File: src/rtl/key_voice_alloc_pkg.sv
// key_voice_alloc_pkg
// Shared definitions for the PS/2 key-to-voice allocator: parser state
// encoding, PS/2 set-2 control bytes, voice count and age width.
package key_voice_alloc_pkg;

    typedef enum logic [1:0] {
        ST_IDLE,
        ST_BRK,
        ST_EXT,
        ST_EXT_BRK
    } parse_state_t;

    localparam logic [7:0] SC_F0 = 8'hF0;
    localparam logic [7:0] SC_E0 = 8'hE0;
    localparam logic [7:0] SC_AA = 8'hAA;
    localparam logic [7:0] SC_FA = 8'hFA;
    localparam logic [7:0] SC_FE = 8'hFE;

    localparam int NUM_VOICES = 3;
    localparam int AGE_W      = 2;
    localparam int IDX_W      = 2;

    localparam logic [AGE_W-1:0] AGE_MAX = 2'd2;
    localparam logic [AGE_W-1:0] AGE_ONE = 2'd1;

    // Keyboard housekeeping bytes (BAT ok, ack, resend, errors) carry no key.
    function automatic logic is_ctrl_byte(input logic [7:0] b);
        return (b == 8'h00) || (b == SC_AA) || (b == SC_FA) ||
               (b == SC_FE) || (b == 8'hFF);
    endfunction

endpackage

File: src/rtl/key_voice_alloc_parser.sv
// ps2_seq_parser
// Turns the PS/2 set-2 byte stream into registered make/break strobes.
// Ports:
//   clk, rst        clock, synchronous active-high reset
//   all_off         panic: forces the parser to IDLE, suppresses strobes
//   scan_valid      one-cycle strobe for a new byte
//   scan_code[7:0]  the byte
//   make_stb        one-cycle pulse: key pressed, code in 'code'
//   brk_stb         one-cycle pulse: key released, code in 'code'
//   code[7:0]       last byte sampled
module ps2_seq_parser
    import key_voice_alloc_pkg::*;
#(
    parameter int IGNORE_EXT = 1
) (
    input  logic       clk,
    input  logic       rst,
    input  logic       all_off,
    input  logic       scan_valid,
    input  logic [7:0] scan_code,
    output logic       make_stb,
    output logic       brk_stb,
    output logic [7:0] code
);

    parse_state_t state, state_nxt;
    logic         make_nxt, brk_nxt;

    always_comb begin
        state_nxt = state;
        make_nxt  = 1'b0;
        brk_nxt   = 1'b0;
        if (scan_valid) begin
            case (state)
                ST_IDLE: begin
                    if (scan_code == SC_F0)
                        state_nxt = ST_BRK;
                    else if (scan_code == SC_E0)
                        state_nxt = ST_EXT;
                    else if (!is_ctrl_byte(scan_code))
                        make_nxt = 1'b1;
                end
                ST_BRK: begin
                    brk_nxt   = 1'b1;
                    state_nxt = ST_IDLE;
                end
                ST_EXT: begin
                    if (scan_code == SC_F0)
                        state_nxt = ST_EXT_BRK;
                    else begin
                        make_nxt  = (IGNORE_EXT == 0);
                        state_nxt = ST_IDLE;
                    end
                end
                ST_EXT_BRK: begin
                    brk_nxt   = (IGNORE_EXT == 0);
                    state_nxt = ST_IDLE;
                end
                default: state_nxt = ST_IDLE;
            endcase
        end
        // Panic drops any half-received sequence and any pending key event.
        if (all_off) begin
            state_nxt = ST_IDLE;
            make_nxt  = 1'b0;
            brk_nxt   = 1'b0;
        end
    end

    always_ff @(posedge clk) begin
        if (rst) begin
            state    <= ST_IDLE;
            make_stb <= 1'b0;
            brk_stb  <= 1'b0;
            code     <= 8'h00;
        end else begin
            state    <= state_nxt;
            make_stb <= make_nxt;
            brk_stb  <= brk_nxt;
            if (scan_valid)
                code <= scan_code;
        end
    end

endmodule

File: src/rtl/key_voice_alloc.sv
// key_voice_alloc
// Assigns PS/2 key presses to three voice gates, with optional stealing of
// the oldest voice when all are busy.
// Ports:
//   iCLK, iRST                  clock, synchronous active-high reset
//   iSCAN_VALID, iSCAN_CODE     PS/2 byte strobe and byte
//   iALL_OFF                    panic level, releases all voices
//   keyN_on, keyN_code          per-voice gate and held make code
//   oSTEAL, oDROP               one-cycle pulses on steal / dropped key
module key_voice_alloc
    import key_voice_alloc_pkg::*;
#(
    parameter int STEAL_EN   = 1,
    parameter int IGNORE_EXT = 1
) (
    input  logic       iCLK,
    input  logic       iRST,
    input  logic       iSCAN_VALID,
    input  logic [7:0] iSCAN_CODE,
    input  logic       iALL_OFF,
    output logic       key1_on,
    output logic       key2_on,
    output logic       key3_on,
    output logic [7:0] key1_code,
    output logic [7:0] key2_code,
    output logic [7:0] key3_code,
    output logic       oSTEAL,
    output logic       oDROP
);

    logic       make_stb, brk_stb;
    logic [7:0] ev_code;

    ps2_seq_parser #(.IGNORE_EXT(IGNORE_EXT)) u_parser (
        .clk        (iCLK),
        .rst        (iRST),
        .all_off    (iALL_OFF),
        .scan_valid (iSCAN_VALID),
        .scan_code  (iSCAN_CODE),
        .make_stb   (make_stb),
        .brk_stb    (brk_stb),
        .code       (ev_code)
    );

    logic [NUM_VOICES-1:0]            gate, gate_n;
    logic [NUM_VOICES-1:0][7:0]       vcode, vcode_n;
    logic [NUM_VOICES-1:0][AGE_W-1:0] age, age_n;
    logic                             steal_n, drop_n;

    logic [NUM_VOICES-1:0] match;
    logic                  hit, any_free, alloc;
    logic [IDX_W-1:0]      free_idx, old_idx, tgt;
    logic [AGE_W-1:0]      old_age;

    // Voice selection: lowest free index; oldest active voice, ties to lowest.
    always_comb begin
        free_idx = '0;
        any_free = 1'b0;
        old_idx  = '0;
        old_age  = age[0];
        for (int i = NUM_VOICES - 1; i >= 0; i--) begin
            match[i] = gate[i] && (vcode[i] == ev_code);
            if (!gate[i]) begin
                free_idx = IDX_W'(i);
                any_free = 1'b1;
            end
        end
        for (int i = 1; i < NUM_VOICES; i++) begin
            if (age[i] > old_age) begin
                old_age = age[i];
                old_idx = IDX_W'(i);
            end
        end
        hit = |match;
    end

    always_comb begin
        gate_n  = gate;
        vcode_n = vcode;
        age_n   = age;
        steal_n = 1'b0;
        drop_n  = 1'b0;
        alloc   = 1'b0;
        tgt     = free_idx;
        if (iALL_OFF) begin
            gate_n = '0;
        end else if (brk_stb) begin
            gate_n = gate & ~match;
        end else if (make_stb && !hit) begin
            if (any_free) begin
                alloc = 1'b1;
            end else if (STEAL_EN != 0) begin
                alloc   = 1'b1;
                tgt     = old_idx;
                steal_n = 1'b1;
            end else begin
                drop_n = 1'b1;
            end
        end
        if (alloc) begin
            for (int i = 0; i < NUM_VOICES; i++) begin
                if (IDX_W'(i) == tgt) begin
                    gate_n[i]  = 1'b1;
                    vcode_n[i] = ev_code;
                    age_n[i]   = '0;
                end else if (gate[i] && (age[i] != AGE_MAX)) begin
                    age_n[i] = age[i] + AGE_ONE;
                end
            end
        end
    end

    always_ff @(posedge iCLK) begin
        if (iRST) begin
            gate   <= '0;
            vcode  <= '0;
            age    <= '0;
            oSTEAL <= 1'b0;
            oDROP  <= 1'b0;
        end else begin
            gate   <= gate_n;
            vcode  <= vcode_n;
            age    <= age_n;
            oSTEAL <= steal_n;
            oDROP  <= drop_n;
        end
    end

    assign key1_on   = gate[0];
    assign key2_on   = gate[1];
    assign key3_on   = gate[2];
    assign key1_code = vcode[0];
    assign key2_code = vcode[1];
    assign key3_code = vcode[2];

endmodule

File: config.mk
export PLATFORM = sky130hd
export DESIGN_NAME = key_voice_alloc
export DESIGN_NICKNAME = d
export VERILOG_FILES = /design/src/rtl/key_voice_alloc_pkg.sv /design/src/rtl/key_voice_alloc_parser.sv /design/src/rtl/key_voice_alloc.sv
export SDC_FILE = /design/constraint.sdc
export NUM_CORES = 1
export LEC_CHECK = 0
export CORE_AREA = 2 2 83 85
export DETAILED_ROUTE_END_ITERATION = 8
export DIE_AREA = 0 0 85 87
export GPL_TIMING_DRIVEN = 0
export PLACE_DENSITY_LB_ADDON = 0.2
export REMOVE_ABC_BUFFERS = 1
export SLEW_MARGIN = 20
export SYNTH_ARGS = -nofsm -noshare
export SYNTH_HDL_FRONTEND = slang
export SYNTH_SLANG_ARGS = --single-unit
File: constraint.sdc
create_clock -name iCLK -period 2.5 [get_ports iCLK]
set_input_delay 0.5 -clock iCLK [delete_from_list [all_inputs] [get_ports iCLK]]
set_output_delay 0.5 -clock iCLK [all_outputs]
set_load 0.005 [all_outputs]
==> flow_metrics.py <==
metrics = {
    "clocking": {
        "htree_num_levels": 2,
        "cts_buffers": 5,
        "insertion_delay_ns": 0.30,
        "cts_hold_buf": 0,
        "clock-sinks": 46,
        "clock_path_buffers": 2,
        "tritoncts": "built",
        "root_buffer": "clkbuf_8",
        "path_clk_slew_ns": 0.10,
    },
    "final_layout": {
        "area_delta_synth_final_pct": 31.6,
        "num-nets-final": 340,
        "n_antenna_cell": 0,
        "final_layout_size_suffix_gt1_frac": 0.215,
        "final_cells": 401,
        "final_util": 0.509,
    },
    "worst_setup_path": {
        "reg2reg_from": "age[1]$_SDFFE_PP0P_",
        "crit_type": "reg2reg",
        "required_ns": 2.71,
        "startpoint_type": "flop",
        "worst_path_max_delay_cell": "or4b_1",
        "rr_endpoint": "age[3]$_SDFFE_PP0P_",
        "crit_chain": "inv_2, ha_4, nor2_4, o21ai_4, nor2_2, a21oi_2, ha_4, nor2b_4, o21ai_4, a41oi_2, a2111oi_4, or4b_1, o31ai_1",
        "r2r_cells": 13,
        "crit_path_max_fanout": 4,
        "critical_path.startpoint": "age[1]$_SDFFE_PP0P_",
        "worst_setup_path_end_kind": "flop",
        "cp_slowest_stage_delay_ns": 0.47,
        "r2r_slack_ns": -0.18,
        "cp.arrival_ns": 2.89,
    },
    "yosys": {
        "syn-cell-area_sq_um": 2540,
        "synthFlopType": "dfxtp_1",
        "synthTopCellsByCount": "dfxtp_1 (46), nand2_1 (31), mux2i_1 (24)",
        "synth-seq-cells": 46,
        "synthTopCellsByArea": "dfxtp_1 (36%), mux2i_1 (9.5%), nand2_1 (4.6%)",
        "yosysMostFrequentCell": "dfxtp_1",
        "synth_edf_count": 0,
        "synth_top_area_share": 0.363,
        "synthCells": 277,
        "async_flop_share": 0,
        "ys.warnings.count": 0,
        "seq_area_frac_synth": 0.363,
        "yosysTopAreaCell": "dfxtp_1",
        "syn_avg_cell_area_sq_um": 9.16,
        "synth_cell_types": 51,
    },
    "grt": {
        "antenna_found_initial": 0,
        "grt_pass1_wl_microns": 10000,
        "grt_overflow": 0,
        "grt_pass1_vias": 2053,
        "grt_util_all_layers": 0.169,
        "grt_max_degree": 38,
    },
    "placement": {
        "dp_cells": 378,
        "hpwl_microns": 4180,
        "gp_congestion": 0.816,
        "dp_slack_ns": -0.703,
        "io_buffers": 39,
    },
    "timing": {
        "setup_slack_ns": -0.182,
        "fin_crit_sh": 1.07,
        "finalSetupViolations": 23,
        "layout_min_cycle_time_ns": 2.68,
        "skew_ns": 0.0125,
        "rsz0062_at_grt": "yes",
        "maxSlewViolCount": 0,
        "hold_violations": 0,
        "worst_pin_slew_ns": 0.962,
        "slew_headroom": 0.357,
        "fmax_ghz": 0.373,
    },
    "die": {
        "start_util": 0.386,
        "io_pins": 41,
        "die_w_microns": 85,
        "rows": 30,
        "die_h_microns": 87,
        "dieArea_sq_um": 7400,
        "coreArea_sq_um": 6570,
    },
    "power": {
        "p_switching_mw": 0.381,
        "seq_power_share": 0.538,
        "power.total_mw": 1.41,
        "switching_share": 0.270,
        "p_per_area_nw_per_um2": 423,
        "comb_power_share": 0.106,
        "power.leakage_nw": 1.22,
        "p_clk_frac": 0.356,
        "intPower_mw": 1.03,
        "ir_drop_mv": 0.241,
    },
    "min_path": {
        "whs_endpoint": "u_parser.make_stb$_SDFF_PP0_",
        "hold_depth": 1,
        "hold_path_class": "reg2reg",
        "min_from": "u_parser.state[0]$_SDFFE_PP0P_",
    },
    "outcome": {
        "violations": "setup timing",
        "outcome": "finished, violations left",
    },
    "drt": {
        "drt_iter0_drc": 124,
        "wl_microns": 6200,
        "antenna_left": 0,
        "wl_per_cell_microns": 15.5,
        "dr.pass1.iters": 4,
        "vias": 2141,
        "drcViolationCount": 0,
        "via_per_inst": 5.34,
    },
    "run": {
        "maxCapViolations": 0,
    },
}
-- cell families (layout without fill, tap and decap cells) --
logic type,Yosys count,after routing,synth area share
AOI/OAI and AO/OA,45,45,0.140
other,1,1,0.00148
muxes,25,25,0.0991
and+or+nand+nor,98,98,0.197
DFF,46,46,0.363
buffers and inverters,30,74,0.0660
xor gates and xnor gates,24,24,0.0946
adders and majority gates,8,8,0.0394
-- worst max-delay path by stage --
stage / depth (start not counted) / slack, ns / endpoint
2_1_floorplan: 13 / -0.12 / age[2]$_SDFFE_PP0P_
4_1_cts: 13 / -0.20 / age[3]$_SDFFE_PP0P_
5_1_grt: 13 / -0.29 / age[2]$_SDFFE_PP0P_
3_3_place_gp: 13 / -0.70 / key3_code[5]$_SDFFE_PP0P_
6_report: 13 / -0.18 / age[3]$_SDFFE_PP0P_
3_5_place_dp: 13 / -0.70 / key3_code[5]$_SDFFE_PP0P_
-- power groups by stage --
stage,logic (mW),clock network [mW],registers [mW]
after global routing,0.163,0.547,0.764
after CTS,0.146,0.512,0.761
after detailed placement,0.143,0,0.778
after global placement,0.142,0,0.778
after floorplan,0.0839,0,0.774
final,0.149,0.503,0.761
-- registers in the layout (all words and copies together), names as in the netlist --
name / flops
key3_code: 8
key1_code: 8
u_parser.code: 8
key2_code: 8
u_parser.state: 2
gate: 3
u_parser.make_stb: 1
u_parser.brk_stb: 1
age: 6
oSTEAL: 1
-- metal layers --
metal / GRT usage / vias to the layer above / routed length (microns)
met5: 0 / - / 0
met4: 0.0491 / 0 / 92
met3: 0.0351 / 9 / 257
met2: 0.272 / 47 / 2880
met1: 0.230 / 1016 / 2970
li1: - / 1069 / -
-- cell type report --
type / instances / area (sq um)
Clock buffer: 6 / 82.6
Timing Repair Buffer: 54 / 514
Fill cell: 624 / 3230
Sequential cell: 46 / 925
Multi-Input combinational cell: 201 / 1660
Clock inverter: 2 / 16.3
Inverter: 12 / 45.0
Tap cell: 80 / 100
-- worst max-delay path, delay by kind of cell, from the launching register on --
family	cells	cell delay [ns]
fa+ha+maj	2	0.44
compound gates	6	1.10
flops	1	0.36
simple gates	4	0.61
buf+inv	1	0.06
-- metrics by stage --
step	area [sq um]	hold slack [ns]	setup TNS [ns]
2_1_floorplan	2420	0.424	-0.444
3_3_place_gp	2910	0.454	-15.37
3_5_place_dp	2910	0.451	-15.91
4_1_cts	3200	0.462	-2.24
5_1_grt	3340	0.502	-5.72
6_report	3340	0.461	-2.68
-- repair_timing --
item / 4_1_cts / 5_1_grt
setup buffers: 11 / 4
pin swaps: 13 / 14
resized for setup: 27 / 26
hold endpoints to repair: 0 / 0
endpoints found under the setup margin: 33 / 32
cloned: 0 / 0
-- cells in the final DEF (no fill, tap or decap), drive strengths merged, types with 2 or more instances in the layout --
cell type / n
a211o: 2
a21oi: 9
buf: 15
clkbuf: 6
clkdlybuf4s50: 39
dfxtp: 46
ha: 8
inv: 13
mux2i: 24
nand2: 31
nand2b: 4
nand3: 15
nand4: 7
nor2: 20
nor3: 5
nor4: 5
o21a: 2
o21ai: 12
o31ai: 4
o41ai: 3
or3: 3
or4: 3
or4b: 2
xnor2: 16
xor2: 8
Note: power is estimated with default switching activity, not from simulation.
